**src/rtl/vga_capture_pkg.sv**
```systemverilog
// Shared VGA timing constants and capture FSM state type.
// Timing values are the 640x480 link defaults; the capture block takes them as parameters.
package vga_capture_pkg;

  localparam int unsigned CLK_PER_PIX_D  = 2;
  localparam int unsigned SAMPLE_PHASE_D = 1;
  localparam int unsigned H_TOTAL_D      = 800;
  localparam int unsigned V_TOTAL_D      = 525;
  localparam int unsigned H_ACT_START_D  = 112;
  localparam int unsigned H_ACT_D        = 640;
  localparam int unsigned V_ACT_START_D  = 12;
  localparam int unsigned V_ACT_D        = 480;
  localparam int unsigned LOCK_FRAMES_D  = 2;

  typedef enum logic [1:0] {
    ST_SEARCH,
    ST_TRACK,
    ST_LOCKED
  } cap_state_t;

endpackage

```
**src/rtl/vga_edge_sync.sv**
```systemverilog
// Two-flop synchroniser followed by a rising-edge detector.
module vga_edge_sync (
  input  logic clk_50MHz,
  input  logic RESET,
  input  logic din,
  output logic rise
);

  logic meta;
  logic sync;
  logic prev;

  always_ff @(posedge clk_50MHz) begin
    if (RESET) begin
      meta <= 1'b0;
      sync <= 1'b0;
      prev <= 1'b0;
    end else begin
      meta <= din;
      sync <= meta;
      prev <= sync;
    end
  end

  assign rise = sync & ~prev;

endmodule

```
**src/rtl/vga_capture.sv**
```systemverilog
// VGA loopback receiver: recovers pixel coordinates/colour from hsync/vsync/RGB,
// checks line and frame lengths and reports sync lock.
module vga_capture
  import vga_capture_pkg::*;
#(
  parameter int unsigned CLK_PER_PIX  = CLK_PER_PIX_D,
  parameter int unsigned SAMPLE_PHASE = SAMPLE_PHASE_D,
  parameter int unsigned H_TOTAL      = H_TOTAL_D,
  parameter int unsigned V_TOTAL      = V_TOTAL_D,
  parameter int unsigned H_ACT_START  = H_ACT_START_D,
  parameter int unsigned H_ACT        = H_ACT_D,
  parameter int unsigned V_ACT_START  = V_ACT_START_D,
  parameter int unsigned V_ACT        = V_ACT_D,
  parameter int unsigned LOCK_FRAMES  = LOCK_FRAMES_D
) (
  input  logic       clk_50MHz,
  input  logic       RESET,
  input  logic       hs_vga,
  input  logic       vs_vga,
  input  logic [2:0] RED,
  input  logic [2:0] GREEN,
  input  logic [1:0] BLUE,
  output logic [9:0] PIX_X,
  output logic [8:0] PIX_Y,
  output logic [7:0] PIX_COLOR,
  output logic       PIX_VALID,
  output logic       FRAME_START,
  output logic       LOCKED,
  output logic       SYNC_ERR
);

  localparam int unsigned PW = (CLK_PER_PIX > 1) ? $clog2(CLK_PER_PIX) : 1;
  localparam int unsigned CW = (LOCK_FRAMES > 1) ? $clog2(LOCK_FRAMES) : 1;

  localparam logic [PW-1:0] PH_LAST   = PW'(CLK_PER_PIX - 1);
  localparam logic [PW-1:0] PH_SAMPLE = PW'(SAMPLE_PHASE);
  localparam logic [CW-1:0] CNT_LAST  = CW'(LOCK_FRAMES - 1);
  localparam logic [10:0]   HT        = 11'(H_TOTAL);
  localparam logic [10:0]   VT        = 11'(V_TOTAL);
  localparam logic [9:0]    HA_BEG    = 10'(H_ACT_START);
  localparam logic [9:0]    HA_END    = 10'(H_ACT_START + H_ACT);
  localparam logic [9:0]    VA_BEG    = 10'(V_ACT_START);
  localparam logic [9:0]    VA_END    = 10'(V_ACT_START + V_ACT);

  logic          hs_rise;
  logic          vs_rise;
  logic [7:0]    rgb_d1, rgb_d2, rgb_d3;
  logic [PW-1:0] phase;
  logic [9:0]    hcnt;
  logic [9:0]    vcnt;
  logic          vs_pend;
  logic          h_ref;
  logic          v_ref;
  cap_state_t    state, state_nxt;
  logic [CW-1:0] good_cnt, good_cnt_nxt;
  logic          frame_edge;
  logic          line_err;
  logic          frame_err;
  logic          mismatch;
  logic          sample;

  vga_edge_sync u_hs_sync (
    .clk_50MHz (clk_50MHz),
    .RESET     (RESET),
    .din       (hs_vga),
    .rise      (hs_rise)
  );

  vga_edge_sync u_vs_sync (
    .clk_50MHz (clk_50MHz),
    .RESET     (RESET),
    .din       (vs_vga),
    .rise      (vs_rise)
  );

  // Counters are registered from the edge detector, so they describe the cycle
  // one behind the sync stage; the third colour stage keeps the RGB aligned with them.
  always_ff @(posedge clk_50MHz) begin
    if (RESET) begin
      rgb_d1 <= '0;
      rgb_d2 <= '0;
      rgb_d3 <= '0;
    end else begin
      rgb_d1 <= {RED, GREEN, BLUE};
      rgb_d2 <= rgb_d1;
      rgb_d3 <= rgb_d2;
    end
  end

  assign frame_edge = hs_rise & (vs_rise | vs_pend);
  assign line_err   = hs_rise & h_ref & (({1'b0, hcnt} + 11'd1) != HT);
  assign frame_err  = frame_edge & v_ref & (state != ST_SEARCH) &
                      (({1'b0, vcnt} + 11'd1) != VT);
  assign mismatch   = line_err | frame_err;
  assign sample     = (phase == PH_SAMPLE) &&
                      (hcnt >= HA_BEG) && (hcnt < HA_END) &&
                      (vcnt >= VA_BEG) && (vcnt < VA_END);

  always_comb begin
    state_nxt    = state;
    good_cnt_nxt = good_cnt;
    unique case (state)
      ST_SEARCH: begin
        if (vs_rise && !mismatch) begin
          state_nxt    = ST_TRACK;
          good_cnt_nxt = '0;
        end
      end
      ST_TRACK: begin
        if (mismatch) begin
          state_nxt = ST_SEARCH;
        end else if (frame_edge && v_ref) begin
          if (good_cnt == CNT_LAST) state_nxt = ST_LOCKED;
          else                      good_cnt_nxt = good_cnt + CW'(1);
        end
      end
      ST_LOCKED: begin
        if (mismatch) state_nxt = ST_SEARCH;
      end
      default: state_nxt = ST_SEARCH;
    endcase
  end

  always_ff @(posedge clk_50MHz) begin
    if (RESET) begin
      state       <= ST_SEARCH;
      good_cnt    <= '0;
      phase       <= '0;
      hcnt        <= '0;
      vcnt        <= '0;
      vs_pend     <= 1'b0;
      h_ref       <= 1'b0;
      v_ref       <= 1'b0;
      PIX_X       <= '0;
      PIX_Y       <= '0;
      PIX_COLOR   <= '0;
      PIX_VALID   <= 1'b0;
      FRAME_START <= 1'b0;
      SYNC_ERR    <= 1'b0;
    end else begin
      state    <= state_nxt;
      good_cnt <= good_cnt_nxt;

      if (hs_rise) begin
        phase <= '0;
        hcnt  <= '0;
      end else if (phase == PH_LAST) begin
        phase <= '0;
        if (hcnt != '1) hcnt <= hcnt + 10'd1;
      end else begin
        phase <= phase + PW'(1);
      end

      // A vsync rise may precede its hsync rise by one cycle.
      vs_pend <= vs_rise & ~hs_rise;
      if (frame_edge)                vcnt <= '0;
      else if (hs_rise && vcnt != '1) vcnt <= vcnt + 10'd1;

      if (hs_rise) h_ref <= 1'b1;

      if (mismatch)        v_ref <= 1'b0;
      else if (frame_edge) v_ref <= 1'b1;

      FRAME_START <= vs_rise;
      SYNC_ERR    <= mismatch;
      PIX_VALID   <= sample && (state == ST_LOCKED);
      if (sample) begin
        PIX_X     <= hcnt - HA_BEG;
        PIX_Y     <= 9'(vcnt - VA_BEG);
        PIX_COLOR <= rgb_d3;
      end
    end
  end

  assign LOCKED = (state == ST_LOCKED);

endmodule

```
**config.mk**
```make
export PLATFORM = sky130hd
export DESIGN_NAME = vga_capture
export DESIGN_NICKNAME = d
export VERILOG_FILES = /design/src/rtl/vga_capture_pkg.sv /design/src/rtl/vga_edge_sync.sv /design/src/rtl/vga_capture.sv
export SDC_FILE = /design/constraint.sdc
export NUM_CORES = 1
export LEC_CHECK = 0
export BUFFER_PORTS_ARGS = -buffer_cell sky130_fd_sc_hd__buf_2
export CORE_MARGIN = 4
export CORE_UTILIZATION = 60
export DETAILED_ROUTE_END_ITERATION = 7
export GPL_TIMING_DRIVEN = 0
export PLACE_DENSITY = 0.86
export SLEW_MARGIN = 0
export SYNTH_ARGS = -nofsm -noshare
export SYNTH_HDL_FRONTEND = slang
export SYNTH_SLANG_ARGS = --single-unit
```
**constraint.sdc**
```tcl
create_clock -name clk_50MHz -period 4.58 [get_ports clk_50MHz]
set_input_delay 0 -clock clk_50MHz [delete_from_list [all_inputs] [get_ports clk_50MHz]]
set_output_delay 0 -clock clk_50MHz [all_outputs]
set_load 0.03 [all_outputs]
```
# ---- Yosys cells after proc, flatten, opt, wreduce, memory -nomap -nowiden
# Cells that the tools add are included.
# Widths: inputs -> output; s select.
dict set report classes {
  n_eq_ne 12
  order_cmp 4
  n_mux 11
  add_sub_neg 8
  reduce_logical 19
  bitwise_logic 14
}
# operator n
set ops {}
lappend ops {{$add 10x1->11 const B} 2}
lappend ops {{$ne 11x10->1 const B} 2}
lappend ops {{$add 10x1->10 const B} 2}
lappend ops {{$ne 10x10->1 const B} 2}
lappend ops {{$ge 10x4->1 const B} 1}
lappend ops {{$ge 10x7->1 const B} 1}
lappend ops {{$lt 10x10->1 const B} 1}
lappend ops {{$lt 10x9->1 const B} 1}
lappend ops {{$mux 2} 5}
lappend ops {{$sub 10x7->10 const B} 1}
lappend ops {{$and 1x1->1} 9}
lappend ops {{$sub 9x4->9 const B} 1}
lappend ops {{$logic_and 1x1->1} 8}
lappend ops {{$reduce_and 4->1} 2}
lappend ops {{$ne 2x2->1 const B} 3}
lappend ops {{$ne 3x3->1 const B} 2}
lappend ops {{$pmux 2 s3} 1}
lappend ops {{$reduce_or 2->1} 3}
lappend ops {{$mux 1} 4}
lappend ops {{$reduce_bool 2->1} 2}
lappend ops {{$not 1->1} 3}
lappend ops {{$reduce_or 3->1} 1}
lappend ops {{$add 1x1->1 const B} 2}
lappend ops {{$eq 2x1->1 const B} 1}
lappend ops {{other kinds (7)} 8}
dict set report totals {
  out_inout_bits 31
  inputBits 12
  wordCells 91
  reg_bits 87
}

# ---- Longest topological paths before layout
# Gate-level depths: netlist (run 1).
dict set report depth {
  depth_word 12
  mapped_depth 7
  ltp_nobuf 6
}

# ---- Cells and area by module
# From an unflattened synthesis (run 1), not the netlist that was laid out.
dict set report unflattened {
  cells_unflattened 383
  area_unflattened_um2 3544.6
}
# mod instances cells_each seq_area_each_um2 area_each_um2
set by_module_without_submodules {}
lappend by_module_without_submodules {vga_capture 1 369 1621.6 3369.5}
lappend by_module_without_submodules {vga_edge_sync 2 7 60.1 87.6}

# ---- Least setup slack after synthesis (run 1)
# OpenSTA, ideal clock, no wires.
dict set report synth_path {
  path_type {reg2reg}
  startpoint {register hcnt[4]}
  endpoint {register PIX_X[0]}
  stages_incl_launch_ff 8
  synth_period_minus_slack_ps 2133
  setup_ps 128
  path_buffers 1
  t_arrival_ps 2005
  setup_slack_ps 2447
  path_cell_list {dfxtp_1 -> ha_1 -> and3_2 -> o21a_1 -> nor4_4 -> buf_6 -> mux2i_1 -> nor2_1}
}
dict set report synth_between {
  elab_chain_len 5
}
# element line_no
set synth_lines {}
lappend synth_lines {{start, declared} vga_capture.sv:49} ;# logic [9:0] hcnt;
lappend synth_lines {{start signal, assigned} vga_capture.sv:149} ;# if (hcnt != '1) hcnt <= hcnt + 10'd1;
lappend synth_lines {{$ge 10x7->1} vga_capture.sv:96} ;# (hcnt >= HA_BEG) && (hcnt < HA_END) &&
lappend synth_lines {{$logic_and 1x1->1} vga_capture.sv:95} ;# assign sample = (phase == PH_SAMPLE) &&
lappend synth_lines {{$logic_and 1x1->1 (*) (2 in series)} vga_capture.sv:96}
lappend synth_lines {{$logic_and 1x1->1 (*)} vga_capture.sv:97} ;# (vcnt >= VA_BEG) && (vcnt < VA_END);
lappend synth_lines {{end signal, assigned} vga_capture.sv:168} ;# PIX_X <= hcnt - HA_BEG;
lappend synth_lines {{end, declared} vga_capture.sv:23} ;# output logic [9:0] PIX_X,
# Every way passes the cells marked *; elsewhere a longest branch is shown, timed or not.
# A chain may end at the register's enable or synchronous reset.

# ---- Worst setup path in the final report (run 1)
dict set report layout_path {
  startpoint {register hcnt[4]}
  endpoint {register PIX_X[3]}
}
# The elaborated chain is that of the path after synthesis.

==> results of run 1 <==
-- flip-flops by register name (all words and copies together), names as in the netlist, 2 cells and up --
register,flops
PIX_X,10
PIX_Y,9
state,2
PIX_COLOR,8
rgb_d3,8
hcnt,10
rgb_d1,8
rgb_d2,8
vcnt,10
-- layout make-up --
cell class	instances	share of cell area (%)
buffer	24	3.16
clock buffer	11	3.57
clock inverter	5	1.54
inverter	9	0.797
multi-input combinational	245	40.2
sequential	87	41.1
tap	72	2.13
timing repair buffer	53	7.56
-- placed cells by master (no fill, tap or decap), drive strengths merged, types with 10 or more instances in the layout --
cell / synthesis / final
a211oi: 10 / 10
buf: 10 / 52
clkbuf: 14 / 25
dfxtp: 87 / 87
dlygate4sd3: 0 / 11
inv: 9 / 10
mux2i: 20 / 20
nand2: 11 / 11
nor2: 55 / 55
nor2b: 34 / 34
xnor2: 12 / 12
xor2: 10 / 10
-- worst register-to-register path: stages, from the launching register on --
cell       delay (ns)
dfxtp_1          0.42
ha_1             0.35
a2111oi_1        0.13
or3_4            0.35
nor4_4           0.57
buf_6            0.27
mux2i_1          0.25
nor2_1           0.06
-- routing by layer --
metal	vias to the layer above	GRT usage [%]
met5	-	0
met4	0	8.20
met3	14	5.19
met2	71	35.5
met1	1265	24.6
li1	1364	-
-- metrics by stage --
step | hold slack [ns] | util [%] | area [um^2] | cells
after CTS | 0.373 | 74.7 | 4240 | 506
after detailed placement | 0.212 | 68.9 | 3910 | 479
after global routing | 0.410 | 74.7 | 4240 | 506
after floorplan | 0.128 | - | 3610 | 365
after global placement | 0.206 | 68.9 | 3910 | 479
final | 0.392 | 74.7 | 4240 | 506
-- kinds of logic (layout without fill, tap and decap cells) --
group,count (synthesis),count (layout)
xor+xnor,22,22
compound gates,37,37
simple gates,159,159
flops,87,87
fa+ha+maj,7,7
mux,20,20
buf+inv,33,102
-- final timing paths --
path,startpoint,endpoint,slack (ns)
worst max register to register,hcnt[4],PIX_X[3],2.05
worst min register to register,u_vs_sync.prev,FRAME_START,0.44
worst max-delay path,hcnt[4],PIX_X[3],2.05
worst min-delay path,RED[0],rgb_d1[5],0.39
-- where the power goes --
| part | internal [mW] | total (mW) | switching [mW] |
|---|---|---|---|
| logic | 0.0259 | 0.0573 | 0.0314 |
| clock network | 0.287 | 0.562 | 0.275 |
| registers | 0.771 | 0.779 | 0.00805 |
| total | 1.08 | 1.40 | 0.315 |
==> impl_metrics.tcl, run 1 <==
set metrics [dict create \
    arrival_ns 2.76 \
    dp_slack_ns 2.06 \
    root_buffer "clkbuf_8" \
    required_ns 4.81 \
    syn_inst 365 \
    nFillCells 397 \
    regArea_um2 1740 \
    ctsHtreeMaxLevel 3 \
    cellLeakagePower_nw 1.67 \
    synth-simple-area-share_pct 25.1 \
    path_depth 7 \
    worst_pin_slew_ns 0.823 \
    status "completed" \
    overflow 0 \
    initialDrtViolationCount 140 \
    port-buffer-count 42 \
    synth_area_leaders "dfxtp_1 (48%), nor2b_1 (5.9%), mux2i_1 (5.5%), nor2_1 (5.3%), xnor2_1 (2.9%)" \
    critPathLaunchType "flop" \
    cts_tree "built" \
    setup_viol 0 \
    syn_nets 384 \
    total_power_mw 1.40 \
    synthMuxAreaShare_pct 5.54 \
    synthAdderAreaFrac_pct 2.43 \
    synth_seq_cells 87 \
    met3WireLength_um 407 \
    place_congestion 0.851 \
    maxSlewHeadroom_pct 44.4 \
    hpwlAfterDp_um 4760 \
    max-cap-violations 0 \
    cts.clk_slew.worst_paths_ns 0.08 \
    highest_layer "met4" \
    synth-seq-area-share_pct 48.2 \
    hold_viol 0 \
    synth_compound_area_share_pct 8.73 \
    antenna_cells 0 \
    dr.pass1.iters 5 \
    synth_top_area_share_pct 48.2 \
    die_area_um2 7320 \
    r2r_cells 7 \
    hold_depth 3 \
    row_count 27 \
    dieHeight_um 85.6 \
    multi_input_area_um2 1700 \
    slowest_stage "nor4_4" \
    synth_area_um2 3610 \
    drv_slew 0 \
    vias 2714 \
    area_growth_pct 17.4 \
    drive_above_1_share_pct 21.9 \
    gr-usage-all-layers_pct 20.6 \
    drcViolationCount 0 \
    grt_max_degree 16 \
    numCtsBuffers 9 \
    grt_setup_unrepaired "false" \
    vdd_ir_drop_max_mv 0.232 \
    cts_resized 0 \
    synth_edf_count 0 \
    yosysWarnings 0 \
    ys_types 55 \
    yosysMostFrequentCell "dfxtp_1" \
    ant_nets 0 \
    start_util_pct 63.6 \
    slowest_delay_ns 0.57 \
    io_pins 43 \
    wl_per_cell_um 13.9 \
    nNetsFinal 448 \
    antenna_found_initial 0 \
    max_freq_mhz 396 \
    synth_ff_type "dfxtp_1" \
    synth_area_leader_cell "dfxtp_1" \
    cts_buffer_depth 2 \
    synth_top_family_by_area "simple AND/OR/NAND/NOR gates" \
    cp-end-kind "flop" \
    post-route-min-period_ns 2.53 \
    drt_wl_total_um 7020 \
    skew_ns 0.00841 \
    path_delay_family "simple AND/OR/NAND/NOR gates" \
    vias_per_cell 5.36 \
    synthArstFlopShare_pct 0 \
    crit_chain "ha_1, a2111oi_1, or3_4, nor4_4, buf_6, mux2i_1, nor2_1" \
    die_w_um 85.6 \
    avgSynthCellArea_um2 9.89 \
    clock_latency_ns 0.35 \
    timing.final.ws_setup_ns 2.05 \
    path_buf_inv 1 \
    core_area_um2 5680 \
    power_density_nw_per_um2 330 \
    drt-met1-wl_um 3070 \
    clock-sinks 87 \
    postCtsSetupBuffers 0 \
    grt_pass1_wl_um 12100 \
    tns_ns 0 \
    cp_max_fo 10 \
    synth_xor_area_share_pct 5.34 \
    synthTopCellsByCount "dfxtp_1 (87), nor2_1 (51), nor2b_1 (34), mux2i_1 (20), clkbuf_1 (14)" \
    first_global_vias 2696 \
    min_path_type "primary input to flop" \
    routed-wl-met2_um 3420 \
    fin_crit_sh_pct 55.2 \
    worstSetupPathType "flop to flop" \
    ctsHoldBuffers 11 \
]
Note: power is estimated with default switching activity, not from simulation.
==> run 2, diff against run 1 <==
CORE_UTILIZATION = 57   (was 60)
PLACE_DENSITY = 0.82   (was 0.86)
clock period = 2.5 ns   (was 4.58 ns; I/O delays follow)
==> run 2 against run 1 <==
Net effect:
- maximum frequency grew 8.9%
- sequential cell count is the same
- design area grew 0.71%
- combinational power grew 83%
- sequential share of layout area shrank 0.29 points
- die area grew 4.8%
- non-clock buffer count grew 4
- utilization shrank 3.8 points
- largest power group unchanged
==> impl_metrics.tcl, run 2 (synthesized netlist as in run 1, its figures left out) <==
set metrics [dict create \
    gr-usage-all-layers_pct 19.9 \
    hold_depth 3 \
    worst_pin_slew_ns 0.780 \
    max-cap-violations 0 \
    swShare_pct 22.2 \
    holdPathEnd "rgb_d1[3]" \
    setup_viol 0 \
    die_w_um 87.6 \
    die_area_um2 7670 \
    first_global_vias 2585 \
    antenna_found_initial 0 \
    port-buffer-count 42 \
    row_count 28 \
    worstHoldStart "GREEN[1]" \
    dieHeight_um 87.6 \
    place_congestion 0.863 \
    drcViolationCount 0 \
    hold_viol 0 \
    crit_chain "ha_1, and4_1, clkbuf_1, and3_1, o221ai_1, o31a_1, o32ai_2" \
    top_regs "PIX_X (10), hcnt (10), vcnt (10)" \
    met3WireLength_um 370 \
    start_util_pct 59.9 \
    tns_ns 0 \
    vias 2696 \
    maxSlewHeadroom_pct 47.3 \
    r2r_cells 7 \
    root_buffer "clkbuf_8" \
    cts.clk_slew.worst_paths_ns 0.08 \
    clock_power_share_pct 38.9 \
    hpwlAfterDp_um 4770 \
    initialDrtViolationCount 118 \
    drt-met1-wl_um 3140 \
    rr_startpoint "vcnt[2]" \
    io_pins 43 \
    grt_setup_unrepaired "false" \
    clock_latency_ns 0.35 \
    cts_buffer_depth 2 \
    cellInternalPower_mw 1.95 \
    slowest_stage "dfxtp_1" \
    fin_crit_sh_pct 92.9 \
    cts_tree "built" \
    nFillCells 457 \
    arrival_ns 2.59 \
    highest_layer "met4" \
    overflow 0 \
    drt_wl_total_um 7060 \
    antenna_cells 0 \
    dp_slack_ns -0.0340 \
    power_frac_comb_pct 4.2 \
    ctsHtreeMaxLevel 3 \
    finalNonFillerCells 513 \
    skew_ns 0.00903 \
    post-route-min-period_ns 2.32 \
    hold_slack_ns 0.392 \
    dr.pass1.iters 4 \
    required_ns 2.77 \
    power_switching_uw 558 \
    routed-wl-met2_um 3450 \
    slowest_delay_ns 0.50 \
    vdd_ir_drop_max_mv 0.674 \
    pwr-share-seq_pct 56.9 \
    vias_per_cell 5.26 \
    mostFrequentLayoutCells "dfxtp_1 (87), nor2_1 (51), buf_2 (47), nor2b_1 (34), mux2i_1 (20)" \
    cp-end-kind "flop" \
    drv_slew 0 \
    status "completed" \
    clock-sinks 87 \
    cellLeakagePower_nw 1.68 \
    critPathLaunchType "flop" \
    total_power_mw 2.51 \
    drive_above_1_share_pct 22.6 \
    ant_nets 0 \
    grt_max_degree 15 \
    worstSetupPathType "flop to flop" \
    min_path_type "primary input to flop" \
    max_freq_mhz 431 \
    nNetsFinal 452 \
    area_growth_pct 18.2 \
    cp_max_fo 8 \
    grt_pass1_wl_um 12000 \
    r2r_slack_ns 0.18 \
    power_density_nw_per_um2 588 \
    dp.cells 482 \
    final_common_cell "dfxtp_1" \
    timing.final.ws_setup_ns 0.179 \
    wl_per_cell_um 13.8 \
    core_area_um2 6030 \
    reg2reg_to "good_cnt" \
    numCtsBuffers 9 \
]
[run 2: power groups by stage]
| stage | logic (mW) | registers [mW] | clock network (mW) |
|---|---|---|---|
| 2_1_floorplan | 0.0639 | 1.46 | 0 |
| 3_3_place_gp | 0.0870 | 1.46 | 0 |
| 3_5_place_dp | 0.0900 | 1.46 | 0 |
| 4_1_cts | 0.103 | 1.43 | 0.993 |
| 5_1_grt | 0.119 | 1.43 | 1.05 |
| 6_report | 0.105 | 1.43 | 0.976 |
[run 2: final cells by class]
type	instances	area, um^2	share of cell area, %
plain buffers	24	134	3.14
flip-flops and latches	87	1740	40.8
clock inverters	5	57.6	1.35
repair buffers	57	350	8.21
inverters	9	33.8	0.792
multi-input cells	245	1720	40.2
well taps	75	93.8	2.20
clock buffers	11	141	3.31
[run 2: layer usage]
metal  up-vias  track usage, %
li1       1372               -
met1      1245            24.7
met2        68            34.1
met3        11            4.14
met4         0            7.39
met5         -               0
[run 2: critical path: cells and delay by family (launching register included)]
kind | cells | cell delay (ns)
compound gates | 3 | 0.74
fa+ha+maj | 1 | 0.29
buf+inv | 1 | 0.29
flops | 1 | 0.50
simple gates | 2 | 0.42
[run 2: worst max path at each step]
stage | end | slack [ns] | cells after the start | from
floorplan | PIX_X[0] | 0.37 | 7 | hcnt[4]
global placement | PIX_X[0] | 0.07 | 7 | hcnt[4]
detailed placement | PIX_COLOR[6] | -0.03 | 7 | hcnt[4]
CTS | vcnt[5] | 0.18 | 7 | vcnt[2]
global route | good_cnt | 0.04 | 7 | vcnt[3]
finish | good_cnt | 0.18 | 7 | vcnt[2]
[run 2: timing repair]
action / CTS / global route
setup buffers: 4 / 0
endpoints found under the setup margin: 16 / 2
endpoints found under the hold margin: 12 / 0
gates resized for setup: 0 / 2
pin swaps: 1 / 0
hold buffers: 11 / 0
[run 2: per-stage QoR]
stage | util (%) | area, um^2
global placement | 65.0 | 3920
CTS | 70.6 | 4250
global route | 70.8 | 4270
detailed placement | 65.0 | 3920
floorplan | - | 3610
finish | 70.8 | 4270
